[src/rtl/amstrad_mmu_replay.sv]
// amstrad_mmu_replay: replays snapshot gate-array / PAL mapping state as a
// sequence of CPU-style I/O writes (RMR, MMR, upper ROM select, and optionally
// the full palette) while the Z80 is held off the bus via bus_req/bus_ack.
// Optional feature macro: MMU_REPLAY_PALETTE_EN appends 35 palette writes.
module amstrad_mmu_replay #(
  parameter int STROBE_CYCLES = 4,
  parameter int GAP_CYCLES    = 4
) (
  input  logic        CLK,
  input  logic        reset_n,
  input  logic        start,
  input  logic [5:0]  rmr,
  input  logic [6:0]  ram_cfg,
  input  logic [7:0]  rom_sel,
  input  logic [4:0]  pen_sel,
  input  logic [84:0] inks,
  output logic        bus_req,
  input  logic        bus_ack,
  output logic        busy,
  output logic        done,
  output logic        io_WR,
  output logic [15:0] A,
  output logic [7:0]  D
);

`ifdef MMU_REPLAY_PALETTE_EN
  localparam int NUM_WRITES = 38;
`else
  localparam int NUM_WRITES = 3;
`endif
  localparam logic [5:0] LAST_IDX    = 6'(NUM_WRITES - 1);
  localparam logic [7:0] STROBE_LAST = 8'(STROBE_CYCLES - 1);
  localparam logic [7:0] GAP_LAST    = 8'(GAP_CYCLES - 1);

  typedef enum logic [2:0] {
    S_IDLE,
    S_REQ,
    S_STROBE,
    S_GAP,
    S_DONE
  } state_t;

  state_t      state_q, state_d;
  logic [7:0]  cnt_q, cnt_d;
  logic [5:0]  idx_q, idx_d;

  // Payload captured when a replay is accepted; data only, so no reset.
  logic [5:0]  rmr_q, rmr_d;
  logic [6:0]  ram_cfg_q, ram_cfg_d;
  logic [7:0]  rom_sel_q, rom_sel_d;

  logic [15:0] wr_addr;
  logic [7:0]  wr_data;

`ifdef MMU_REPLAY_PALETTE_EN
  logic [4:0]  pen_sel_q, pen_sel_d;
  logic [84:0] inks_q, inks_d;

  // Palette list starts at index 3: even offsets select pen i, odd offsets
  // write that pen's ink; index 37 restores the snapshot's pen selection.
  function automatic logic [7:0] pal_data(input logic [5:0] idx,
                                          input logic [4:0] pen,
                                          input logic [84:0] ink);
    logic [5:0] ofs;
    logic [4:0] pen_i;
    ofs   = idx - 6'd3;
    pen_i = ofs[5:1];
    if (idx == 6'd37) return {3'b000, pen};
    if (!ofs[0])      return {3'b000, pen_i};
    return {3'b010, ink[int'(pen_i) * 5 +: 5]};
  endfunction
`else
  logic unused_palette;
  assign unused_palette = ^{pen_sel, inks};
`endif

  // Address/data for the write selected by the current list index.
  always_comb begin
    wr_addr = 16'h7F00;
    wr_data = 8'h00;
    case (idx_q)
      6'd0: wr_data = {2'b10, rmr_q};
      6'd1: begin
        wr_addr = ram_cfg_q[6] ? 16'h7E00 : 16'h7F00;
        wr_data = {2'b11, ram_cfg_q[5:0]};
      end
      6'd2: begin
        wr_addr = 16'hDF00;
        wr_data = rom_sel_q;
      end
      default: begin
`ifdef MMU_REPLAY_PALETTE_EN
        wr_data = pal_data(idx_q, pen_sel_q, inks_q);
`else
        wr_data = 8'h00;
`endif
      end
    endcase
  end

  // Sequencer next-state, counters, payload capture and bus outputs.
  always_comb begin
    state_d   = state_q;
    cnt_d     = cnt_q;
    idx_d     = idx_q;
    rmr_d     = rmr_q;
    ram_cfg_d = ram_cfg_q;
    rom_sel_d = rom_sel_q;
`ifdef MMU_REPLAY_PALETTE_EN
    pen_sel_d = pen_sel_q;
    inks_d    = inks_q;
`endif
    bus_req   = 1'b0;
    busy      = 1'b0;
    done      = 1'b0;
    io_WR     = 1'b0;
    A         = 16'h0000;
    D         = 8'h00;
    case (state_q)
      S_IDLE: begin
        cnt_d = 8'd0;
        idx_d = 6'd0;
        if (start) begin
          rmr_d     = rmr;
          ram_cfg_d = ram_cfg;
          rom_sel_d = rom_sel;
`ifdef MMU_REPLAY_PALETTE_EN
          pen_sel_d = pen_sel;
          inks_d    = inks;
`endif
          state_d   = S_REQ;
        end
      end
      S_REQ: begin
        bus_req = 1'b1;
        busy    = 1'b1;
        if (bus_ack) begin
          cnt_d   = 8'd0;
          state_d = S_STROBE;
        end
      end
      S_STROBE: begin
        bus_req = 1'b1;
        busy    = 1'b1;
        io_WR   = 1'b1;
        A       = wr_addr;
        D       = wr_data;
        if (cnt_q == STROBE_LAST) begin
          cnt_d   = 8'd0;
          state_d = S_GAP;
        end else begin
          cnt_d = cnt_q + 8'd1;
        end
      end
      S_GAP: begin
        bus_req = 1'b1;
        busy    = 1'b1;
        A       = wr_addr;
        D       = wr_data;
        if (cnt_q == GAP_LAST) begin
          cnt_d = 8'd0;
          if (idx_q == LAST_IDX) begin
            idx_d   = 6'd0;
            state_d = S_DONE;
          end else begin
            idx_d   = idx_q + 6'd1;
            state_d = S_STROBE;
          end
        end else begin
          cnt_d = cnt_q + 8'd1;
        end
      end
      S_DONE: begin
        done    = 1'b1;
        state_d = S_IDLE;
      end
      default: state_d = S_IDLE;
    endcase
  end

  // Control state register with asynchronous active-low reset.
  always_ff @(posedge CLK or negedge reset_n) begin
    if (!reset_n) begin
      state_q <= S_IDLE;
      cnt_q   <= 8'd0;
      idx_q   <= 6'd0;
    end else begin
      state_q <= state_d;
      cnt_q   <= cnt_d;
      idx_q   <= idx_d;
    end
  end

  // Latched payload registers.
  always_ff @(posedge CLK) begin
    rmr_q     <= rmr_d;
    ram_cfg_q <= ram_cfg_d;
    rom_sel_q <= rom_sel_d;
`ifdef MMU_REPLAY_PALETTE_EN
    pen_sel_q <= pen_sel_d;
    inks_q    <= inks_d;
`endif
  end

endmodule

[config.mk]
export PLATFORM = sky130hd
export DESIGN_NAME = amstrad_mmu_replay
export DESIGN_NICKNAME = d
export VERILOG_FILES = /design/src/rtl/amstrad_mmu_replay.sv
export SDC_FILE = /design/constraint.sdc
export NUM_CORES = 1
export LEC_CHECK = 0
export CORE_UTILIZATION = 35
export DETAILED_ROUTE_END_ITERATION = 8
export GPL_ROUTABILITY_DRIVEN = 0
export PLACE_DENSITY = 0.81
export SYNTH_ARGS = -nofsm -noshare
export SYNTH_HDL_FRONTEND = slang
export SYNTH_SLANG_ARGS = --single-unit
[constraint.sdc]
create_clock -name CLK -period 3.94 [get_ports CLK]
set_input_delay 0.788 -clock CLK [delete_from_list [all_inputs] [get_ports CLK]]
set_output_delay 0.788 -clock CLK [all_outputs]
set_load 0.05 [all_outputs]
==> results.json <==
{
  "status": "complete, no violations",
  "cp.arrival_ns": 3.01,
  "stdcell_count": 288,
  "drv_cap": 0,
  "synth_top_area_cell": "edfxtp_1",
  "ys_top_cells_by_area": "edfxtp_1 (32%), dfrtp_1 (21%), buf_4 (5.3%), a21oi_1 (3.8%), ha_1 (3.1%)",
  "clkLatencyLatePin_ns": 0.30,
  "yosys-top-cells-count": "edfxtp_1 (21), dfrtp_1 (17), a21oi_1 (15), buf_4 (14), nand2_1 (14)",
  "setup_violations": 0,
  "grt_usage_pct": 14.8,
  "max_slew_margin_pct": 49.6,
  "die_y_um": 77.5,
  "wl_um": 3920,
  "clock_skew_ns": 0.00715,
  "grt_pass1_vias": 1482,
  "fin_util_pct": 45.6,
  "required_ns": 3.15,
  "synth_edf_count": 21,
  "p_leak_nw": 0.988,
  "portBuffers": 44,
  "io_pins": 143,
  "antenna_found_initial": 0,
  "grt-ovfl-total": 0,
  "postCtsSetupRepairBufs": 0,
  "yosysTopAreaCellShare_pct": 31.6,
  "crit_type": "reg -> out",
  "finalCriticalPeriod_ns": 3.80,
  "dpl.hpwl_um": 2850,
  "rows": 27,
  "grt_start_max_net_pins": 22,
  "finalSetupTns_ns": 0,
  "synth-seq-cells": 38,
  "drt_iter0_drc": 104,
  "firstDrtPassIters": 4,
  "max_stage_delay_ns": 0.83,
  "n_antenna_cell": 0,
  "die_area_um2": 6010,
  "hp-class": "reg -> reg",
  "vdd_drop_max_mv": 0.241,
  "cts.sink_count": 38,
  "fmax_mhz": 263,
  "place_inst": 280,
  "finalHoldViolCount": 0,
  "netlist_area_um2": 2000,
  "ys_seq_area_share_pct": 52.9,
  "clockBufferDepth": 2,
  "crit_fanout": 11,
  "clkTransAtPathRegs_ns": 0.07,
  "cts_buffers": 5,
  "drcViolationCount": 0,
  "core_area_um2": 5510,
  "drive_gt1_share_pct": 9.26,
  "cts_tree": "done",
  "power_density_nw_per_um2": 345,
  "vias": 1459,
  "critPathLaunchType": "flip-flop",
  "p_total_uw": 866,
  "finalMaxSlewViolations": 0,
  "die_w_um": 77.5,
  "avgSynthCellArea_um2": 11.2,
  "syn_inst": 178,
  "ys_async_sr_fraction_pct": 44.7,
  "yosysMostFrequentCell": "edfxtp_1",
  "nNetsFinal": 335,
  "critical_path.slowest_cell": "clkdlybuf4s50_1",
  "initial_core_util_pct": 36.3,
  "area_delta_synth_final_pct": 25.7,
  "path_cells": "inv_1 -> ha_1 -> or3b_4 -> nor3_4 -> o31ai_4 -> a21oi_1 -> clkdlybuf4s50_1",
  "rsz0062_at_grt": "false",
  "ys_warn_count": 0,
  "hold_slack_ns": 0.547,
  "synth_flop_cell": "edfxtp_1",
  "grt_pass1_wl_um": 6910,
  "rrSetupSlack_ns": 1.82,
  "synth_cell_types": 46,
  "cts_root_buf": "clkbuf_8",
  "wl_per_cell_um": 13.6,
  "hold_buffers": 0,
  "antenna_left": 0,
  "cts_max_level": 2,
  "fin_crit_sh_pct": 96.5,
  "via_per_inst": 5.07,
  "worstMarginPinSlew_ns": 0.753,
  "worstSetupEndpointType": "output port"
}
-- flip-flops by register name, indices dropped and copies added (netlist names) --
name	flops
ram_cfg_q	7
rom_sel_q	8
cnt_q	8
rmr_q	6
state_q	3
idx_q	6
-- path summary, 6_finish.rpt --
| path | start | to | depth (start not counted) |
|---|---|---|---|
| max in group asynchronous | reset_n | idx_q[1]$_DFFE_PN0P_ | 1 |
| worst min-delay path | cnt_q[0]$_DFFE_PN0P_ | cnt_q[0]$_DFFE_PN0P_ | 1 |
| worst max-delay path | idx_q[0]$_DFFE_PN0P_ | D[0] | 7 |
| min in group asynchronous | reset_n | cnt_q[5]$_DFFE_PN0P_ | 1 |
| worst min register to register | cnt_q[0]$_DFFE_PN0P_ | cnt_q[0]$_DFFE_PN0P_ | 1 |
| worst max register to register | cnt_q[0]$_DFFE_PN0P_ | cnt_q[6]$_DFFE_PN0P_ | 5 |
-- through the flow --
step                      area (um^2)  worst slack [ns]
after floorplan                  2020             0.474
after global placement           2410             0.461
after detailed placement         2410             0.392
after CTS                        2490            0.0474
after global routing             2510           0.00583
final                            2510             0.137
-- critical path, delay by kind of cell (launching register included) --
family          cells  cell delay, ns
compound gates      2            0.32
fa+ha+maj           1            0.14
buf+inv             2            0.94
flops               1            0.46
simple gates        2            0.84
-- cell usage in the layout, fill, tap and decap left out, drive strengths merged, types with 3 or more instances in the layout --
cell / synthesis / final
clkdlybuf4s50: 0 / 38
edfxtp: 21 / 21
dfrtp: 17 / 17
a21oi: 16 / 16
nand2: 14 / 14
nor2: 12 / 12
nand3: 9 / 9
conb: 1 / 8
a22oi: 7 / 7
clkbuf: 2 / 7
inv: 6 / 6
dlymetal6s2s: 0 / 6
ha: 5 / 5
nor3: 5 / 5
o21ai: 4 / 4
a31oi: 4 / 4
nand2b: 3 / 3
and2: 3 / 3
o311ai: 3 / 3
o41ai: 3 / 3
nand4: 3 / 3
-- cell families (layout without fill, tap and decap cells) --
kind of cell	count (synthesis)	count (layout)	share of synthesized area, %
AO/OA/AOI/OAI	45	45	15.9
adder cells (fa/ha/maj)	5	5	3.13
multiplexers	1	1	0.501
buffers and inverters	28	59	8.96
AND/OR/NAND/NOR	60	60	18.5
other	1	8	0.188
flip-flops	38	38	52.9
-- timing repair --
item                                    in CTS  in global routing
hold endpoints to repair                     0                  0
endpoints found under the setup margin       0                  6
gates resized for setup                      0                  6
-- report_power, final --
part,leakage (nW),internal (mW),switching [mW]
registers,0.412,0.423,0.00646
clock network,0.0385,0.125,0.136
logic,0.537,0.0624,0.113
-- layout make-up --
cell class              count  area [um^2]
fillers                   527         3000
flip-flops and latches     38         1060
multi-input cells         119          795
repair buffers             45          463
well taps                  72         90.1
clock buffers               7         76.3
inverters                   6         22.5
clock inverters             1         7.51
-- layer usage --
metal	global-route usage (%)	part of all wire, %	up-vias
li1	-	-	711
met1	18.1	44	683
met2	23.4	47	56
met3	4.59	7.2	9
met4	7.92	2.0	0
met5	0	0	-
No activity file was read; power rests on OpenSTA's default activity.
